## config.mk

```make
export PLATFORM = sky130hd
export DESIGN_NAME = game_state_ctrl
export DESIGN_NICKNAME = d
export VERILOG_FILES = /design/src/rtl/frogger_pkg.sv /design/src/rtl/edge_detect.sv /design/src/rtl/game_state_ctrl.sv
export SDC_FILE = /design/constraint.sdc
export NUM_CORES = 1
export LEC_CHECK = 0
export CORE_MARGIN = 5
export CORE_UTILIZATION = 30
export CTS_CLUSTER_SIZE = 40
export DETAILED_ROUTE_END_ITERATION = 10
export GPL_ROUTABILITY_DRIVEN = 0
export GPL_TIMING_DRIVEN = 0
export PLACE_DENSITY = 0.53
export SLEW_MARGIN = 20
export SYNTH_ARGS = -nofsm -noshare
export SYNTH_HDL_FRONTEND = slang
export SYNTH_SLANG_ARGS = --single-unit
```

## constraint.sdc

```tcl
create_clock -name i_Clk -period 2.05 [get_ports i_Clk]
set_input_delay 0.41 -clock i_Clk [delete_from_list [all_inputs] [get_ports i_Clk]]
set_output_delay 0.41 -clock i_Clk [all_outputs]
set_load 0.01 [all_outputs]
```

## src/rtl/frogger_pkg.sv

```systemverilog
// Shared definitions for the frogger game controller: state encodings,
// default freeze lengths and the bonus-life score rule.
package frogger_pkg;

    typedef enum logic [2:0] {
        ST_IDLE      = 3'd0,
        ST_RUNNING   = 3'd1,
        ST_DYING     = 3'd2,
        ST_SCORED    = 3'd3,
        ST_GAME_OVER = 3'd4
    } state_t;

    localparam int DEF_DEATH_FRAMES = 60;
    localparam int DEF_GOAL_FRAMES  = 30;
    localparam int MAX_LIVES        = 3;

    // A bonus life is earned on every nonzero multiple of ten points.
    function automatic logic bonus_score(input logic [6:0] score);
        return (score != 7'd0) && ((score % 7'd10) == 7'd0);
    endfunction

endpackage

```

## src/rtl/edge_detect.sv

```systemverilog
// Two-flop synchronizer plus single-cycle edge pulse (rising or falling,
// selected by c_FALLING).
module edge_detect #(
    parameter bit c_FALLING = 1'b0
) (
    input  logic i_Clk,
    input  logic i_Rst_L,
    input  logic i_Sig,
    output logic o_Edge
);

    logic q1;
    logic q2;

    always_ff @(posedge i_Clk or negedge i_Rst_L) begin
        if (!i_Rst_L) begin
            q1 <= 1'b0;
            q2 <= 1'b0;
        end else begin
            q1 <= i_Sig;
            q2 <= q1;
        end
    end

    assign o_Edge = c_FALLING ? (q2 & ~q1) : (q1 & ~q2);

endmodule

```

## src/rtl/game_state_ctrl.sv

```systemverilog
// Frogger game flow controller: lives, score, freeze timing and respawn.
// Define GAME_EXTRA_LIFE_EN to award a life on every tenth point.
module game_state_ctrl
    import frogger_pkg::*;
#(
    parameter int c_LIVES        = 3,
    parameter int c_SCORE_LIMIT  = 99,
    parameter int c_DEATH_FRAMES = DEF_DEATH_FRAMES,
    parameter int c_GOAL_FRAMES  = DEF_GOAL_FRAMES,
    parameter int c_GOAL_ROW     = 0
) (
    input  logic       i_Clk,
    input  logic       i_Rst_L,
    input  logic       i_VSync,
    input  logic       i_Game_Start,
    input  logic       i_Collided,
    input  logic [5:0] i_Frogger_Y,
    output logic       o_Game_Active,
    output logic       o_Frogger_Respawn,
    output logic [1:0] o_Lives,
    output logic [6:0] o_Score,
    output logic [2:0] o_State
);

    localparam int MAX_FRAMES = (c_DEATH_FRAMES > c_GOAL_FRAMES) ? c_DEATH_FRAMES : c_GOAL_FRAMES;
    localparam int CNT_W      = $clog2(MAX_FRAMES + 1);

    state_t           state, state_n;
    logic [1:0]       lives, lives_n;
    logic [6:0]       score, score_n;
    logic [CNT_W-1:0] cnt, cnt_n;
    logic             respawn, respawn_n;
    logic             start_req;
    logic             tick;

    edge_detect #(.c_FALLING(1'b0)) u_start_edge (
        .i_Clk   (i_Clk),
        .i_Rst_L (i_Rst_L),
        .i_Sig   (i_Game_Start),
        .o_Edge  (start_req)
    );

    edge_detect #(.c_FALLING(1'b1)) u_vsync_edge (
        .i_Clk   (i_Clk),
        .i_Rst_L (i_Rst_L),
        .i_Sig   (i_VSync),
        .o_Edge  (tick)
    );

    always_ff @(posedge i_Clk or negedge i_Rst_L) begin
        if (!i_Rst_L) begin
            state   <= ST_IDLE;
            lives   <= 2'd0;
            score   <= 7'd0;
            cnt     <= '0;
            respawn <= 1'b0;
        end else begin
            state   <= state_n;
            lives   <= lives_n;
            score   <= score_n;
            cnt     <= cnt_n;
            respawn <= respawn_n;
        end
    end

    always_comb begin
        state_n   = state;
        lives_n   = lives;
        score_n   = score;
        cnt_n     = cnt;
        respawn_n = 1'b0;
        case (state)
            ST_IDLE, ST_GAME_OVER: begin
                if (start_req) begin
                    lives_n   = 2'(c_LIVES);
                    score_n   = 7'd0;
                    respawn_n = 1'b1;
                    state_n   = ST_RUNNING;
                end
            end
            ST_RUNNING: begin
                // Collision outranks a goal seen in the same cycle.
                if (i_Collided) begin
                    if (lives != 2'd0)
                        lives_n = lives - 2'd1;
                    cnt_n   = '0;
                    state_n = ST_DYING;
                end else if (i_Frogger_Y == 6'(c_GOAL_ROW)) begin
                    if (score < 7'(c_SCORE_LIMIT))
                        score_n = score + 7'd1;
`ifdef GAME_EXTRA_LIFE_EN
                    if (bonus_score(score_n) && (lives < 2'(MAX_LIVES)))
                        lives_n = lives + 2'd1;
`endif
                    cnt_n   = '0;
                    state_n = ST_SCORED;
                end
            end
            ST_DYING: begin
                if (tick) begin
                    if (cnt == CNT_W'(c_DEATH_FRAMES - 1)) begin
                        if (lives == 2'd0) begin
                            state_n = ST_GAME_OVER;
                        end else begin
                            respawn_n = 1'b1;
                            state_n   = ST_RUNNING;
                        end
                    end else begin
                        cnt_n = cnt + CNT_W'(1);
                    end
                end
            end
            ST_SCORED: begin
                if (tick) begin
                    if (cnt == CNT_W'(c_GOAL_FRAMES - 1)) begin
                        if (score == 7'(c_SCORE_LIMIT)) begin
                            state_n = ST_GAME_OVER;
                        end else begin
                            respawn_n = 1'b1;
                            state_n   = ST_RUNNING;
                        end
                    end else begin
                        cnt_n = cnt + CNT_W'(1);
                    end
                end
            end
            default: state_n = ST_IDLE;
        endcase
    end

    assign o_Game_Active     = (state == ST_RUNNING);
    assign o_Frogger_Respawn = respawn;
    assign o_Lives           = lives;
    assign o_Score           = score;
    assign o_State           = state;

endmodule

```

# --- Word level (Yosys, flattened, before mapping) ---
# Cells that the tools add are included.
totals:
  word_cells: 82
  out_inout_bits: 14
  register_bits: 23
op_classes:
  order_cmp: 1
  n_reduce_logical: 11
  add_sub_neg: 3
  eq_ne: 20
  muxes: 34
  bitwise_logic: 4
ops:
  columns: ["op", "n"]
  rows:
  - ["6-bit two-way mux", 6]
  - ["7-bit two-way mux", 4]
  - ["3-bit two-way mux", 9]
  - ["2-bit != test (second input constant)", 9]
  - ["6-bit case mux with 3 select lines", 1]
  - ["7-bit case mux with 2 select lines", 1]
  - ["3-bit case mux with 4 select lines", 1]
  - ["6-bit AND reduction", 2]
  - ["7-bit by 1-bit adder with 7-bit output (second input constant)", 1]
  - ["7-bit == test (second input constant)", 1]
  - ["7-bit < comparator (second input constant)", 1]
  - ["1-bit two-way mux", 7]
  - ["6-bit by 1-bit adder with 6-bit output (second input constant)", 1]
  - ["3-bit by 2-bit == test with 1-bit output (second input constant)", 2]
  - ["6-bit by 5-bit == test with 1-bit output (second input constant)", 1]
  - ["6-bit == test (second input constant)", 1]
  - ["6-bit logical NOT", 1]
  - ["2-bit two-way mux", 3]
  - ["2-bit by 1-bit != test with 1-bit output (second input constant)", 3]
  - ["5-bit AND reduction", 1]
  - ["2-bit case mux with 2 select lines", 1]
  - ["4-bit AND reduction", 1]
  - ["2-bit nonzero test", 2]
  - ["3-bit by 1-bit == test with 1-bit output (second input constant)", 1]
  - ["other kinds (10)", 12]

# --- Logic depth before layout (Yosys ltp) ---
depth:
  word_depth: 5
  ltp_mapped: 7

# --- Cells and area by module ---
# Synthesis repeated with hierarchy kept, for this count alone.
hier_totals:
  cells_unflattened: 137
  hier_area_um2: 1303.8
modules_own_cells:
  columns: ["mod", "seq_area_each_um2", "cells_each", "instances", "area_per_inst_um2"]
  rows:
  - ["game_state_ctrl", 475.5, 131, 1, 1176.1]
  - ["edge_detect", 50.0, 3, 2, 63.8]

# --- Worst setup path after synthesis ---
# OpenSTA, ideal clock, no wires.
synth_timing:
  path_type: "register to register"
  from: "reg cnt[0]"
  to: "reg cnt[1]"
  path_stages_with_launch: 6
  t_required_ps: 1925
  arrival_ps: 1598
  setup_ps: 125
  slack_ps: 327
  path_buffers: 0
  period_less_slack_ps: 1723
  cell_sequence: "dfrtp_1 -> ha_1 -> nand4_1 -> o32ai_1 -> nor4_4 -> mux2_4"
synth_between:
  elab_chain_len: 4
  elab_cells_between_ends: 11
  cone_classes: "add/sub (1); eq/ne (4); mux (5); reduce/logical (1)"
synth_lines:
  columns: ["item", "line_no", "source"]
  rows:
  - ["start, declared", "game_state_ctrl.sv:31", "logic [CNT_W-1:0] cnt, cnt_n;"]
  - ["start signal, assigned", "game_state_ctrl.sv:61", "cnt <= cnt_n;"]
  - ["6-bit by 1-bit adder with 6-bit output", "game_state_ctrl.sv:109, game_state_ctrl.sv:123", null]
  - ["6-bit two-way mux (on tied branches)", "game_state_ctrl.sv:115, game_state_ctrl.sv:101", null]
  - ["6-bit two-way mux (on tied branches)", "game_state_ctrl.sv:114, game_state_ctrl.sv:100", null]
  - ["6-bit case mux with 3 select lines", "game_state_ctrl.sv:72", "case (state)"]
# Parallel ways exist; a longest one is shown, timed or not. The select of a mux whose other input is x is not followed.
# A chain may end at the register's enable or synchronous reset.

# --- Final worst setup path ---
layout_timing:
  from: "in i_Frogger_Y[5]"
  to: "reg cnt[1]"
layout_between:
  elab_chain_len: 3
layout_lines:
  columns: ["item", "line_no", "source"]
  rows:
  - ["start, declared", "game_state_ctrl.sv:17", "input logic [5:0] i_Frogger_Y,"]
  - ["6-bit logical NOT", "game_state_ctrl.sv:88", "end else if (i_Frogger_Y == 6'(c_GOAL_ROW)) begin"]
  - ["3-bit by 2-bit != test with 1-bit output (no line)", null, null]
  - ["6-bit AND reduction (no line)", null, null]
# No other way between the ends.

==> impl_metrics.tcl <==
set metrics [dict create \
    async_flop_share_pct 100 \
    area_growth_pct 27.7 \
    cts_buffer_depth 2 \
    period_share_pct 95.7 \
    num_rows 24 \
    wl_um 3370 \
    r2r_cells 5 \
    path_clk_slew_ns 0.09 \
    synth_top_cell_by_area "dfrtp_1" \
    die_h_um 77.7 \
    clock-sinks 23 \
    power_density_mw_per_mm2 966 \
    p_int_mw 1.04 \
    die_x_um 77.7 \
    synth_top_area_share_pct 41.9 \
    port_buffers 24 \
    core_region_area_mm2 0.00438 \
    grt_overflow 0 \
    crit_type "in -> reg" \
    dp_cells 212 \
    postRouteAntennaNets 0 \
    combPwrFrac_pct 43.8 \
    numCtsBuffers 3 \
    cp_max_fo 5 \
    final_cell_mix "dfrtp_1, clkdlybuf4s50_1, nor2_1, nand3_1, nand2_1" \
    ys_top_cells_by_area "dfrtp_1, nand3_1, ha_1, nor2_1, nor4_4" \
    grt_first_pass_wirelength_um 6000 \
    tightest_slew_ns 0.515 \
    first_global_vias 1272 \
    drtIter0Drc 77 \
    drv_cap 0 \
    hold_class "in -> async" \
    postSynthCellCount 136 \
    switching_share_pct 38.4 \
    yosys_warnings 0 \
    htree_levels 1 \
    rsz0062_at_grt "false" \
    num_vias 1180 \
    die_area_mm2 0.00603 \
    ys.flop_type "dfrtp_1" \
    p_clk_share_pct 17.2 \
    io_pins 25 \
    synth-edff-count 0 \
    final_core_util_pct 40.0 \
    cts_tree "built" \
    cp.arrival_ns 2.12 \
    ff2ff_setup_slack_ns 0.19 \
    cts-root-buf "clkbuf_8" \
    start_util_pct 31.3 \
    clock_latency_ns 0.26 \
    antenna_cells 0 \
    status "complete, no violations" \
    layout.nets 184 \
    final_common_cell "dfrtp_1" \
    finalSetupViolCount 0 \
    drt_first_pass_iters 4 \
    leakage_nw 0.755 \
    hpwl_um 2500 \
    required_ns 2.20 \
    fmax_ghz 0.510 \
    finClkSkew_ns 0.00367 \
    drcViolationCount 0 \
    cp_slowest_cell "nor4_4" \
    start_kind "input port" \
    cp_cell_sequence "clkdlybuf4s50_1 > nor4_4 > a211oi_2 > nor4_4 > mux2_4" \
    layout.cells.non_filler 220 \
    ys_seq_elements 23 \
    regArea_um2 577 \
    via_per_inst 5.36 \
    drive_gt1_share_pct 14.9 \
    groute.usage.overall_pct 11.8 \
    fill_cells 444 \
    seqPwrFrac_pct 39.0 \
    yosysUniqueCellTypes 50 \
    multi_input_area_um2 741 \
    fin_setup_tns_ns 0 \
    worst_path_most_repeated_cell "nor4_4" \
    wire_per_inst_um 15.3 \
    yosysSeqAreaShare_pct 41.9 \
    cts_hold_buf 0 \
    ir_worst_vdd_v 0.000465 \
    crit_path_end_kind "register" \
    antenna_found_initial 0 \
    syn_area_mm2 0.00137 \
    power.switching_mw 0.651 \
    cp_slowest_stage_delay_ns 0.46 \
    min_period_ns 1.96 \
    synth_nets 151 \
    grt_max_degree 24 \
    synth.avg_cell_area_um2 10.1 \
    hold_violations 0 \
    slew_headroom_pct 65.7 \
    finalMaxSlewViolations 0 \
]
==> critical path, delay by kind of cell <==
family	cells	cell delay, ns
simple gates	2	0.78
mux	1	0.33
buf+inv	1	0.44
compound gates	1	0.16
==> kinds of logic after synthesis <==
kind of cell,count (synthesis),share of synthesized area (%)
compound gates,35,20.1
mux,3,2.64
fa+ha+maj,4,3.64
simple gates,58,26.9
xor+xnor,1,0.638
buf+inv,12,4.19
flops,23,41.9
==> Yosys cell counts (3+ instances only) <==
| cell | instances |
|---|---|
| dfrtp_1 | 23 |
| o21ai_0 | 5 |
| nor2_1 | 12 |
| ha_1 | 4 |
| a21oi_1 | 7 |
| nand2_1 | 8 |
| a31oi_1 | 3 |
| nand2b_1 | 4 |
| o21a_1 | 3 |
| nor3_1 | 3 |
| nand3_1 | 11 |
| inv_1 | 7 |
==> final timing paths <==
kind,startpoint,end
setup / recovery,i_Frogger_Y[5],cnt[1]
setup reg to reg,cnt[0],cnt[1]
min in group i_Clk,u_vsync_edge.q1,u_vsync_edge.q2
max in group asynchronous,i_Rst_L,o_State[2]
hold reg to reg,u_vsync_edge.q1,u_vsync_edge.q2
hold / removal,i_Rst_L,o_Lives[0]
==> layout make-up <==
| class | count | area share (%) |
|---|---|---|
| Buffer | 5 | 1.78 |
| Clock buffer | 4 | 2.57 |
| Inverter | 7 | 1.50 |
| Multi-Input combinational cell | 101 | 42.2 |
| Sequential cell | 23 | 32.9 |
| Tap cell | 52 | 3.71 |
| Timing Repair Buffer | 28 | 15.3 |
==> state kept, by name, indices dropped and copies added, names as in the netlist <==
name and cells:
cnt 6, o_Frogger_Respawn 1, o_Lives 2, o_Score 7, o_State 3, u_start_edge.q1 1, u_start_edge.q2 1, u_vsync_edge.q1 1
u_vsync_edge.q2 1
==> power groups by stage <==
stage	registers, mW	clock network [mW]	logic (mW)
finish	0.660	0.292	0.742
global route	0.682	0.315	0.839
floorplan	0.658	0	0.494
global placement	0.662	0	0.717
detailed placement	0.671	0	0.719
CTS	0.660	0.298	0.725
==> layer usage <==
| metal | global-route usage, % | part of all wire (%) | vias up |
|---|---|---|---|
| li1 | - | - | 580 |
| met1 | 16.3 | 48 | 579 |
| met2 | 18.7 | 48 | 17 |
| met3 | 2.08 | 3.2 | 4 |
| met4 | 3.61 | 0.80 | 0 |
| met5 | 0 | 0 | - |
==> stage by stage <==
stage / hold slack [ns] / power, mW / setup WS, ns / cell area, um2
2_1_floorplan: 0.114 / 1.15 / 0.327 / 1370
6_report: 0.106 / 1.69 / 0.0878 / 1750
4_1_cts: 0.397 / 1.68 / 0.0535 / 1730
3_5_place_dp: 0.376 / 1.39 / -0.232 / 1680
5_1_grt: 0.161 / 1.83 / 0.0230 / 1750
3_3_place_gp: 0.371 / 1.38 / -0.219 / 1680
==> timing repair <==
action,CTS,global route
cloned,0,0
setup buffers,1,3
pin swaps,0,3
resized for setup,2,3
endpoints found under the setup margin,1,2
Power figures use the tool's default switching activity.
